### config.mk
export PLATFORM = sky130hd
export DESIGN_NAME = wb_arbiter
export DESIGN_NICKNAME = d
export VERILOG_FILES = /design/src/rtl/wb_arbiter.sv
export SDC_FILE = /design/constraint.sdc
export NUM_CORES = 1
export LEC_CHECK = 0
export BUFFER_PORTS_ARGS = -buffer_cell sky130_fd_sc_hd__buf_2
export CORE_UTILIZATION = 40
export DETAILED_ROUTE_END_ITERATION = 8
export GPL_ROUTABILITY_DRIVEN = 0
export SLEW_MARGIN = 10
export SYNTH_ARGS = -nofsm -noshare
export SYNTH_HDL_FRONTEND = slang
export SYNTH_SLANG_ARGS = --single-unit
### constraint.sdc
create_clock -name CLK -period 6.08 [get_ports CLK]
set_input_delay 0.304 -clock CLK [delete_from_list [all_inputs] [get_ports CLK]]
set_output_delay 0.304 -clock CLK [all_outputs]
set_load 0.05 [all_outputs]
### src/rtl/wb_arbiter.sv
// Writeback arbiter: merges the in-order pipeline result and the long-latency
// return stream onto the single register file write port.
module wb_arbiter #(
    parameter int DATA_W     = 32,
    parameter int REG_AW     = 5,
    parameter int FIFO_DEPTH = 2,
    parameter int CNT_W      = $clog2(FIFO_DEPTH + 1)
) (
    input  logic              CLK,
    input  logic              nRST,
    input  logic              wb_valid,
    input  logic [REG_AW-1:0] wb_rd,
    input  logic [DATA_W-1:0] wb_data,
    input  logic              lat_valid,
    input  logic [REG_AW-1:0] lat_rd,
    input  logic [DATA_W-1:0] lat_data,
    output logic              lat_ready,
    output logic              rf_wen,
    output logic [REG_AW-1:0] rf_wsel,
    output logic [DATA_W-1:0] rf_wdat,
    output logic [CNT_W-1:0]  fifo_count
);

    localparam int              PTR_W   = (FIFO_DEPTH > 1) ? $clog2(FIFO_DEPTH) : 1;
    localparam logic [CNT_W-1:0] DEPTH_C = CNT_W'(FIFO_DEPTH);

    logic [REG_AW-1:0] mem_rd   [FIFO_DEPTH];
    logic [DATA_W-1:0] mem_data [FIFO_DEPTH];
    logic [PTR_W-1:0]  wr_ptr;
    logic [PTR_W-1:0]  rd_ptr;

    logic wb_live;
    logic lat_live;
    logic fifo_empty;
    logic sel_wb;
    logic sel_fifo;
    logic sel_byp;
    logic push;
    logic pop;

    // Ready depends only on the registered count so upstream never sees a
    // combinational path from its own valid back to ready.
    assign lat_ready  = nRST && (fifo_count < DEPTH_C);

    assign wb_live    = wb_valid && (wb_rd != '0);
    assign lat_live   = lat_valid && lat_ready && (lat_rd != '0);
    assign fifo_empty = (fifo_count == '0);

    assign sel_wb     = wb_live;
    assign sel_fifo   = !wb_live && !fifo_empty;
    assign sel_byp    = !wb_live && fifo_empty && lat_live;

    assign push       = lat_live && !sel_byp;
    assign pop        = sel_fifo;

    // Storage carries no reset; validity is tracked entirely by the pointers.
    always_ff @(posedge CLK) begin
        if (push) begin
            mem_rd[wr_ptr]   <= lat_rd;
            mem_data[wr_ptr] <= lat_data;
        end
    end

    always_ff @(posedge CLK or negedge nRST) begin
        if (!nRST) begin
            wr_ptr     <= '0;
            rd_ptr     <= '0;
            fifo_count <= '0;
        end else begin
            if (push) wr_ptr <= wr_ptr + PTR_W'(1);
            if (pop)  rd_ptr <= rd_ptr + PTR_W'(1);
            if (push && !pop)
                fifo_count <= fifo_count + CNT_W'(1);
            else if (pop && !push)
                fifo_count <= fifo_count - CNT_W'(1);
        end
    end

    // Select/data hold their last value when no write is issued.
    always_ff @(posedge CLK or negedge nRST) begin
        if (!nRST) begin
            rf_wen  <= 1'b0;
            rf_wsel <= '0;
            rf_wdat <= '0;
        end else begin
            rf_wen <= sel_wb || sel_fifo || sel_byp;
            if (sel_wb) begin
                rf_wsel <= wb_rd;
                rf_wdat <= wb_data;
            end else if (sel_fifo) begin
                rf_wsel <= mem_rd[rd_ptr];
                rf_wdat <= mem_data[rd_ptr];
            end else if (sel_byp) begin
                rf_wsel <= lat_rd;
                rf_wdat <= lat_data;
            end
        end
    end

endmodule
==> PnR_summary.wiki, run 1 <==
{| class="wikitable"
! Metric !! Value
|-
| Result of the run || complete, but fails checks
|-
| Failing checks || negative hold slack
|-
| CTS buffer count || 17
|-
| IO buf count || 118
|-
| GRT Residual Overflow || 0
|-
| Clock slew at reported path FFs || 50 ps
|-
| Total number of yosys warnings || 0
|-
| Worst-path cell with the longest stage delay || nor2b_4
|-
| Setup Total Neg Slack || 0 ps
|-
| Period minus WS final || 2767 ps
|-
| Clock buffer depth || 2
|-
| Clock root buffer || clkbuf_16
|-
| Cell family with the largest share of critical-path delay || simple AND/OR/NAND/NOR gates
|-
| Number of antenna cells inserted || 0
|-
| Number of vias after detailed routing || 3322
|-
| Number of violations of the max-capacitance limit || 0
|-
| Total global-route track usage || 18.11%
|-
| Met3 global-route usage || 5.492%
|-
| Number of rows created at floorplan || between 40 and 50
|-
| Data required time at the worst endpoint || 6100 ps
|-
| Number of enable flip-flop cells after synthesis || between 70 and 80
|-
| Pre-Repair DR Iteration Count || 4
|-
| Core Box Area || between 0.01 and 0.015 mm2
|-
| Number of top-level pins || about 120
|-
| FF-to-FF setup slack || around 3400 ps
|-
| Global-route wire length before repair || 17770 um
|-
| Per-cell routed wire length || approximately 17 um
|-
| Leakage power summed over all cells || 2.641 nW
|-
| Total half-perimeter wirelength after legalization and detailed placement || 6854 um
|-
| Yosys top cell area share || 42.77%
|-
| Postcts setup bufs || 0
|-
| Kind of critical path || input port to register
|-
| Number of vias per cell || 5.134
|-
| Asr flop ratio synth || between 30% and 40%
|-
| Average footprint of a synthesized cell || 14.93 um2
|-
| Worst Hold Slack || -15.50 ps
|-
| Category of the worst setup path launch point || input port
|-
| Placed standard-cell area || 0.005909 mm2
|-
| Ratio of total power to cell area || approximately 540 mW/mm2
|-
| Top post-synthesis cells by area || edfxtp_1 (43%), dfrtp_1 (20%), mux2_2 (11%), mux2i_1 (7.1%), mux2_4 (4.3%)
|-
| Main synth FF type || edfxtp_1
|-
| Number of global-route vias before repair || 3419
|-
| Final routed DRC violation total || 0
|-
| Starting density of the core || 41.17%
|-
| Final standard cell area without fillers || 0.006434 mm2
|-
| Hold/Removal Path Class || input port to async pin
|-
| Critical-path cell list || buf_2 > buf_4 > nor2b_1 > o211ai_2 > a21oi_1 > nor2b_4
|-
| CTS tree || yes
|-
| Start point of the critical path || nRST
|-
| Hold-fix buffer count after cts || 0
|-
| Layer with the highest usage after global routing || met2
|-
| M1 GR Usage || 23.27%
|-
| Wirelength, routed || 11230 um
|-
| Area growth, synth to finish || 23.84%
|-
| Most area-hungry cell type in the Yosys netlist || edfxtp_1
|-
| CP Capture Type || register
|-
| Origin of the critical flop-to-flop path || fifo_count[1]
|-
| H-tree depth || 4
|-
| Fill cells || 1129
|-
| Buffering stage count on the worst path with inverters included || 2
|-
| Post-cts resize count || 0
|-
| Maximum number of pins on one net before global-route repair || 44
|-
| Top cells by instance count after synthesis || edfxtp_1 (74), mux2_2 (52), dfrtp_1 (42)
|-
| Initial antenna violation count || 0
|-
| Clock latency reported for the late side of the worst-skew pair || 410 ps
|-
| Final clock period utilization by the worst path || a little under half
|-
| RSZ-0062 raised after global routing || false
|-
| Maximum cell stage delay along the critical path || 1010 ps
|-
| Count of cells along the worst register-to-register path || 4
|-
| Share of synthesized area occupied by flip-flops and latches || 63.01%
|-
| Synthesized netlist net count || 427
|-
| Number of sinks handled by clock tree synthesis || 116
|-
| Headroom to the max-slew limit || 22.26%
|-
| Seq cells post-synth || approximately 120
|-
| Maximum net fanout on the critical path || between 40 and 50
|-
| IR drop worst, VDD || roughly 0.00032 V
|-
| Net count, final || roughly 540
|-
| Cell Count Post-Placement || 617
|-
| Critical Path AT || 2790 ps
|-
| Global-route track usage on met2 || 28.69%
|-
| Count of final setup violators || 0
|-
| Starting DRC count in detailed routing || approximately 180
|-
| Post-synthesis instance area || 0.005195 mm2
|-
| Vertical die dimension || 116.0 um
|-
| Worst-case clock skew || 9.113 ps
|-
| Detail Route Antenna Nets || 0
|-
| Cell Count, Final, Fillers Out || 647
|-
| Number of distinct library cells after synthesis || 32
|-
| Share of final-layout standard cells stronger than drive strength 1 || a little under half
|-
| Achievable frequency || 361.4 MHz
|-
| Post-Synthesis Cells || 348
|-
| Final count of hold timing violations || 17
|-
| DIE AREA || around 0.013 mm2
|-
| Most frequent cell after synthesis || edfxtp_1
|-
| Destination of the worst register-to-register timing path || mem_data[0][5]
|-
| Number of pins exceeding their max-slew limit in the final report || 0
|-
| Die span in x || 116.0 um
|-
| Transition at the pin with the smallest max-transition slack || 1164 ps
|}
-- cells by family (layout without fill, tap and decap cells) --
group | after synthesis | count (layout) | share of synthesized area (%)
XOR/XNOR | 5 | 5 | 0.8431
AND/OR/NAND/NOR | 47 | 47 | 4.625
multiplexers | 104 | 104 | 22.74
adder cells (fa/ha/maj) | 1 | 1 | 0.2408
flip-flops | 116 | 116 | 63.01
buffers and inverters | 28 | 155 | 2.818
AO/OA/AOI/OAI | 47 | 47 | 5.732
-- sequential cells by signal (all words and copies together), names as in the netlist --
| register | cells |
|---|---|
| mem_data | 64 |
| rf_wsel | 5 |
| mem_rd | 10 |
| rf_wdat | 32 |
| rd_ptr | 1 |
| rf_wen | 1 |
| wr_ptr | 1 |
| fifo_count | 2 |
-- cell usage in the layout, fill, tap and decap left out, types with 2 or more instances in the layout --
cell / n
a21oi_1: 34
nand2_1: 5
mux2i_1: 37
dfrtp_1: 41
mux2_2: 52
a2bb2oi_1: 2
clkinv_1: 3
xnor2_1: 2
o311ai_0: 2
a31oi_1: 2
nor3_1: 33
clkbuf_1: 5
mux2_4: 15
clkbuf_16: 17
nor2_1: 2
o41ai_1: 2
buf_4: 5
edfxtp_1: 74
inv_1: 2
buf_2: 118
clkinv_2: 2
xor2_1: 3
a32o_1: 2
-- area by class of cell --
type	instances	area (um2)	share of cell area, %
Clock buffer	23	457.9	7.118
Multi-Input combinational cell	204	1792	27.85
Clock inverter	7	58.81	0.9140
Tap cell	172	215.2	3.345
Inverter	2	7.507	0.1167
Timing Repair Buffer	123	628.1	9.763
Sequential cell	116	3274	50.89
-- through the flow --
stage,hold WS [ps],power (mW),util (%),setup slack [ps]
floorplan,8.409,2.284,-,1821
detailed placement,444.5,2.636,46.83,2591
global route,44.00,3.658,50.98,3092
finish,-15.50,3.479,50.98,3313
global placement,428.2,2.620,46.83,2708
CTS,7.240,3.523,50.92,3028
-- routing by layer --
| layer | part of all wire [%] | vias up |
|---|---|---|
| met5 | 0 | - |
| met4 | 1.1 | 0 |
| met3 | 5.7 | 10 |
| met2 | 48 | 109 |
| met1 | 45 | 1648 |
| li1 | - | 1555 |
-- how the worst max path moves through the flow --
stage / end / slack (ps) / depth (start not counted)
6_report: mem_data[0][5] / 3310 / 6
5_1_grt: mem_rd[0][1] / 3090 / 6
4_1_cts: rf_wdat[27] / 3030 / 6
3_5_place_dp: rf_wdat[27] / 2590 / 6
3_3_place_gp: rf_wdat[1] / 2710 / 6
2_1_floorplan: mem_data[0][0] / 1820 / 5
-- report_power, final --
| group | total, mW | internal, mW | switching [mW] | leakage (nW) |
|---|---|---|---|---|
| registers | 1.17 | 1.04 | 0.125 | 1.16 |
| clock network | 0.878 | 0.560 | 0.318 | 0.249 |
| logic | 1.44 | 0.493 | 0.943 | 1.24 |
| total | 3.48 | 2.09 | 1.39 | 2.64 |
Power figures use the tool's default switching activity.
==> inputs of run 2 (changes only) <==
==> constraint.sdc (replaced) <==
create_clock -name CLK -period 2.45 [get_ports CLK]
set_input_delay 0.1225 -clock CLK [delete_from_list [all_inputs] [get_ports CLK]]
set_output_delay 0.1225 -clock CLK [all_outputs]
set_load 0.05 [all_outputs]
==> run 2 against run 1 <==
Compared with the run above: the flow now finishes without violations; largest power group unchanged; hold slack better by 48 ps; routed wire length up 1.4%; critical path depth up 2; sequential power up 140%; non-clock buffer count up 48; register-to-register slack worse by 3100 ps; clock-buffer cell count down 1; sequential share of layout area down 4.1 points; combinational power rose to 2.6 times the previous value.
==> PnR_summary.wiki, run 2 (synthesized netlist as in run 1, its figures left out) <==
{| class="wikitable"
! Metric !! Value
|-
| Clock latency reported for the late side of the worst-skew pair || 410 ps (about the same)
|-
| Final count of hold timing violations || 0 (-17)
|-
| Number of pins exceeding their max-slew limit in the final report || 0 (unchanged)
|-
| Top Registers || mem_data (64), rf_wdat (32), mem_rd (10)
|-
| Transition at the pin with the smallest max-transition slack || 1104 ps (-59.69 ps)
|-
| Period minus WS final || 2264 ps
|-
| Per-cell routed wire length || 16.34 um (-5.9%)
|-
| Count of final setup violators || 0 (unchanged)
|-
| Category of the worst setup path launch point || input port
|-
| Commonest non-fill, non-tap cells in the layout || buf_2 (118), edfxtp_1 (74), mux2_2 (52)
|-
| Largest register FFs || 64 (unchanged)
|-
| Hold/Removal Path Class || input port to register
|-
| Part of the power in registers || 30.8% (-2.7 points)
|-
| Total half-perimeter wirelength after legalization and detailed placement || 6973 um (+1.7%)
|-
| Net switching power of the design || 3.497 mW (+150%)
|-
| Power share of the combinational group || 41.5% (+0.2 points)
|-
| Final routed DRC violation total || 0 (unchanged)
|-
| Final WS setup || 186.4 ps (-3127 ps)
|-
| Most common cell after layout, fill and taps aside || buf_2
|-
| Number of vias after detailed routing || 3425 (+3.1%)
|-
| Number of sinks handled by clock tree synthesis || 116 (unchanged)
|-
| Total global-route track usage || 18.13% (+0.022 points)
|-
| CTS buffer count || 17 (unchanged)
|-
| CTS tree || yes
|-
| DIE AREA || 0.01345 mm2 (unchanged)
|-
| Clock slew at reported path FFs || 50 ps (about the same)
|-
| Die span in x || 116.0 um (unchanged)
|-
| Final clock period utilization by the worst path || 92.39%
|-
| Initial antenna violation count || 0 (unchanged)
|-
| Number of violations of the max-capacitance limit || 0 (unchanged)
|-
| Core Box Area || 0.01262 mm2 (unchanged)
|-
| Vertical die dimension || 116.0 um (unchanged)
|-
| Worst Hold Slack || 32.92 ps (+48.42 ps)
|-
| IO buf count || 118 (unchanged)
|-
| Achievable frequency || 441.8 MHz
|-
| H-tree depth || 4 (unchanged)
|-
| Critical Path AT || 2560 ps (-230 ps)
|-
| CP Capture Type || register
|-
| Setup Total Neg Slack || 0 ps (unchanged)
|-
| Maximum net fanout on the critical path || 38 (-12%)
|-
| Number of global-route vias before repair || 3414 (-0.15%)
|-
| Number of rows created at floorplan || 41 (unchanged)
|-
| Pre-Repair DR Iteration Count || 4 (unchanged)
|-
| Worst-case clock skew || 6.152 ps (-2.961 ps)
|-
| Headroom to the max-slew limit || 26.25% (+4.0 points)
|-
| Starting density of the core || 41.17% (unchanged)
|-
| Area growth, synth to finish || 34.71%
|-
| Net count, final || 591 (+8.8%)
|-
| RSZ-0062 raised after global routing || false
|-
| Worst slack, placed || 291.9 ps (-2299 ps)
|-
| Kind of critical path || input port to register
|-
| Data required time at the worst endpoint || 2740 ps (-3360 ps)
|-
| Most flops, register || mem_data
|-
| Maximum number of pins on one net before global-route repair || 43 (-2.3%)
|-
| Ratio of total power to cell area || 1295 mW/mm2 (+140%)
|-
| Postcts setup bufs || 0 (unchanged)
|-
| Starting DRC count in detailed routing || 116 (-35%)
|-
| Detail Route Antenna Nets || 0 (unchanged)
|-
| Final cell utilization of the core || 55.45% (+4.5 points)
|-
| Leakage power summed over all cells || 2.898 nW (+9.7%)
|-
| IR drop worst, VDD || 0.0007316 V (+130%)
|-
| Number of top-level pins || 119 (unchanged)
|-
| Number of antenna cells inserted || 0 (unchanged)
|-
| Clock buffer depth || 2 (unchanged)
|-
| Clock root buffer || clkbuf_16
|-
| Layer with the highest usage after global routing || met2
|-
| Global-route wire length before repair || 17800 um (+0.12%)
|-
| Internal || 5.565 mW (+170%)
|-
| Switching fraction of total power || 38.59% (-1.3 points)
|-
| Met3 global-route usage || 4.759% (-0.73 points)
|-
| Wirelength, routed || 11390 um (+1.4%)
|-
| Number of vias per cell || 4.914 (-4.3%)
|-
| Share of final-layout standard cells stronger than drive strength 1 || 45.14% (-0.96 points)
|-
| Clock share of power || 27.6% (+2.4 points)
|-
| Fill cells || 1092 (-3.3%)
|-
| GRT Residual Overflow || 0 (unchanged)
|-
| Global-route track usage on met2 || 29.52% (+0.83 points)
|-
| Result of the run || finished, final reports clean
|-
| M1 GR Usage || 22.82% (-0.46 points)
|}
-- run 2: final timing paths --
kind / to / slack [ps] / cells past startpoint / from
worst max-delay path: rf_wdat[7] / 190 / 8 / wb_rd[1]
worst min-delay path: rf_wsel[4] / 30 / 3 / wb_valid
worst max register to register: mem_data[0][29] / 340 / 4 / fifo_count[1]
worst min register to register: rf_wdat[17] / 500 / 1 / rf_wdat[17]
max in group asynchronous: fifo_count[1] / 1600 / 3 / nRST
min in group asynchronous: wr_ptr / 420 / 3 / nRST
-- run 2: cell type report --
class | instances | area [um2] | share of cell area [%]
clock inverters | 10 | 128.9 | 1.842
clock buffers | 22 | 474.2 | 6.776
well taps | 172 | 215.2 | 3.075
multi-input cells | 204 | 1795 | 25.66
inverters | 2 | 7.507 | 0.1073
repair buffers | 171 | 1101 | 15.73
flip-flops and latches | 116 | 3276 | 46.81
-- run 2: power by group through the flow --
stage                     combinational [mW]  clock (mW)  sequential (mW)
after floorplan                         1.73           0             3.96
after global placement                  3.72           0             2.81
after detailed placement                3.75           0             2.82
after CTS                               3.80        2.55             2.80
after global routing                    4.03        2.62             2.85
final                                   3.76        2.50             2.79
-- run 2: what timing repair did --
| action | 4_1_cts | 5_1_grt |
|---|---|---|
| resized for setup | 0 | 0 |
| endpoints found under the hold margin | 118 | 0 |
| hold buffers | 40 | 0 |
-- run 2: critical path: stages --
cell and delay [ps]:
dlygate4sd3_1 550, buf_2 150, or3_1 390, o31ai_4 300
buf_12 230, nand3_2 80, buf_4 340, mux2_4 370
-- run 2: routing by layer --
metal  vias to the layer above  share of wire (%)  routed length [um]
met5                         -                  0                   0
met4                         0                1.6                 184
met3                        16                4.8                 552
met2                       107                 48                5515
met1                      1643                 45                5133
li1                       1659                  -                   -
-- run 2: per-stage QoR --
step | cells | power (mW) | cell area, um2
after global routing | 697 | 9.500 | 6998
after global placement | 625 | 6.528 | 5995
final | 697 | 9.061 | 6998
after detailed placement | 625 | 6.568 | 5995
after floorplan | 348 | 5.690 | 5219
after CTS | 697 | 9.146 | 6998
==> inputs of run 3 (changes only) <==
--- a/config.mk
+++ b/config.mk
@@ -6,6 +6,7 @@
 export NUM_CORES = 1
 export LEC_CHECK = 0
 export BUFFER_PORTS_ARGS = -buffer_cell sky130_fd_sc_hd__buf_2
+export CORE_MARGIN = 4
 export CORE_UTILIZATION = 40
 export DETAILED_ROUTE_END_ITERATION = 8
 export GPL_ROUTABILITY_DRIVEN = 0
==> run 3 against run 2 <==
Compared with the run above: clock skew rose by 6.5 ps; routed wire length up 7.6%; utilization rose by 0.61 points; critical path depth is the same; flip-flop and latch count did not move; clock-buffer cell count unchanged; non-clock buffer count rose by 5; sequential share of layout area is 0.68 points lower; register-to-register slack better by 220 ps; hold slack gained 12 ps.
==> PnR_summary.wiki, run 3 (synthesized netlist as in run 1, its figures left out) <==
{| class="wikitable"
! Metric !! Value
|-
| Result of the run || finished, final reports clean
|-
| Headroom to the max-slew limit || 59.32% (+33 points)
|-
| Hold-fix buffer count after cts || 40 (unchanged)
|-
| Core Box Area || 0.01267 mm2 (+0.41%)
|-
| Detail Route Antenna Nets || 0 (unchanged)
|-
| Final count of hold timing violations || 0 (unchanged)
|-
| CP Capture Type || register
|-
| Number of violations of the max-capacitance limit || 0 (unchanged)
|-
| Wirelength, routed || 12250 um (+7.6%)
|-
| Setup Total Neg Slack || 0 ps (unchanged)
|-
| Kind of critical path || input port to register
|-
| Min-Delay Startpoint || wb_valid
|-
| Clock root buffer || clkbuf_16
|-
| Number of rows created at floorplan || 41 (unchanged)
|-
| Number of top-level pins || 119 (unchanged)
|-
| Maximum net fanout on the critical path || 23 (-39%)
|-
| Area growth, synth to finish || 36.73%
|-
| CTS tree || yes
|-
| Maximum number of pins on one net before global-route repair || 43 (unchanged)
|-
| Number of sinks handled by clock tree synthesis || 116 (unchanged)
|-
| Commonest non-fill, non-tap cells in the layout || buf_2 (118), edfxtp_1 (74), mux2_2 (52)
|-
| GRT Residual Overflow || 0 (unchanged)
|-
| Origin of the critical flop-to-flop path || fifo_count[1]
|-
| RSZ-0062 raised after global routing || false
|-
| Number of global-route vias before repair || 3771 (+10%)
|-
| Clock slew at reported path FFs || 50 ps (about the same)
|-
| Achievable frequency || 472.0 MHz (+6.8%)
|-
| Ratio of total power to cell area || 1305 mW/mm2 (+0.82%)
|-
| Most flops, register || mem_data
|-
| Share of final-layout standard cells stronger than drive strength 1 || 45.85% (+0.71 points)
|-
| CTS buffer count || 17 (unchanged)
|-
| DIE AREA || 0.01487 mm2 (+11%)
|-
| Starting density of the core || 41.00% (-0.17 points)
|-
| Total half-perimeter wirelength after legalization and detailed placement || 7728 um (+11%)
|-
| Clock latency reported for the late side of the worst-skew pair || 400 ps (about the same)
|-
| Hold/Removal Path Class || input port to register
|-
| Number of vias per cell || 4.980 (+1.3%)
|-
| Data required time at the worst endpoint || 2730 ps (about the same)
|-
| Clock buffer depth || 2 (unchanged)
|-
| Number of antenna cells inserted || 0 (unchanged)
|-
| Critical Path AT || 2400 ps (-160 ps)
|-
| Worst-case clock skew || 12.66 ps (+6.507 ps)
|-
| H-tree depth || 4 (unchanged)
|-
| Number of pins exceeding their max-slew limit in the final report || 0 (unchanged)
|-
| Final routed DRC violation total || 0 (unchanged)
|-
| Total global-route track usage || 17.18% (-0.95 points)
|-
| Postcts setup bufs || 0 (unchanged)
|-
| Leakage power summed over all cells || 2.944 nW (+1.6%)
|-
| Largest register FFs || 64 (unchanged)
|-
| Most common cell after layout, fill and taps aside || buf_2
|-
| Transition at the pin with the smallest max-transition slack || 610.2 ps (-493.7 ps)
|-
| Initial antenna violation count || 0 (unchanged)
|-
| Net count, final || 596 (+0.85%)
|-
| Starting DRC count in detailed routing || 245 (+110%)
|-
| Pre-Repair DR Iteration Count || 4 (unchanged)
|-
| Number of vias after detailed routing || 3496 (+2.1%)
|-
| Category of the worst setup path launch point || input port
|-
| Worst Hold Slack || 45.14 ps (+12.22 ps)
|-
| Final clock period utilization by the worst path || 86.47% (-5.9 points)
|-
| IR drop worst, VDD || 0.0007712 V (+5.4%)
|-
| Die span in x || 122.0 um (+5.2%)
|-
| Per-cell routed wire length || 17.45 um (+6.8%)
|-
| IO buf count || 118 (unchanged)
|-
| Vertical die dimension || 122.0 um (+5.2%)
|-
| Global-route wire length before repair || 19450 um (+9.3%)
|-
| Period minus WS final || 2118 ps (-145.1 ps)
|-
| Start point of the critical path || wb_rd[1]
|-
| Post-cts resize count || 0 (unchanged)
|-
| Top Registers || mem_data (64), rf_wdat (32), mem_rd (10)
|-
| Count of final setup violators || 0 (unchanged)
|}
-- run 3: cell types whose count changed in the layout (fill, tap and decap cells not counted) --
cell and delta:
bufinv_16 +1, buf_12 +4, dfrtp_2 +1, buf_4 +1, clkbuf_1 +1, dfrtp_1 -1, clkinv_1 -1, clkbuf_8 -1
-- run 3: power by group --
group / internal, mW / leakage (nW) / total [mW] / switching, mW
combinational: 1.40 / 1.49 / 3.82 / 2.41
sequential: 2.58 / 1.15 / 2.89 / 0.306
clock: 1.75 / 0.300 / 2.57 / 0.824
total: 5.73 / 2.94 / 9.27 / 3.54
-- run 3: metal layers --
layer	vias to the layer above	wire [um]	track usage (%)
li1	1665	-	-
met1	1704	5458	21.99
met2	115	5976	28.56
met3	12	679	4.225
met4	0	136	5.952
met5	-	0	0
-- run 3: critical path, cell delays in order --
cell and delay, ps:
dlygate4sd3_1 540, buf_2 140, or3_1 390, o31ai_4 250, buf_12 220, nand3_2 100
buf_4 280, mux2_4 340
-- run 3: path summary, 6_finish.rpt --
| kind | end | slack [ps] | depth (start not counted) |
|---|---|---|---|
| hold / removal | rf_wsel[1] | 50 | 3 |
| hold reg to reg | rf_wdat[24] | 500 | 1 |
| min in group asynchronous | rf_wdat[7] | 400 | 3 |
| setup reg to reg | rf_wdat[28] | 560 | 5 |
| max in group asynchronous | fifo_count[1] | 1610 | 3 |
| setup / recovery | rf_wdat[1] | 330 | 8 |
-- run 3: metrics by stage --
step	setup WS (ps)	total power, mW	util (%)	area, um2	instances
floorplan	4.456	5.690	-	5219	348
global placement	490.1	6.646	48.01	6083	630
detailed placement	460.0	6.720	48.01	6083	630
CTS	351.6	9.363	56.06	7103	702
global route	279.8	9.743	56.06	7103	702
finish	331.5	9.272	56.06	7103	702
-- run 3: final cells by class --
cell class / count / area (um2)
fill: 1066 / 5568
sequential: 116 / 3277
multi-input combinational: 204 / 1795
timing repair buffer: 176 / 1189
clock buffer: 22 / 464.2
tap: 172 / 215.2
clock inverter: 10 / 155.1
inverter: 2 / 7.507
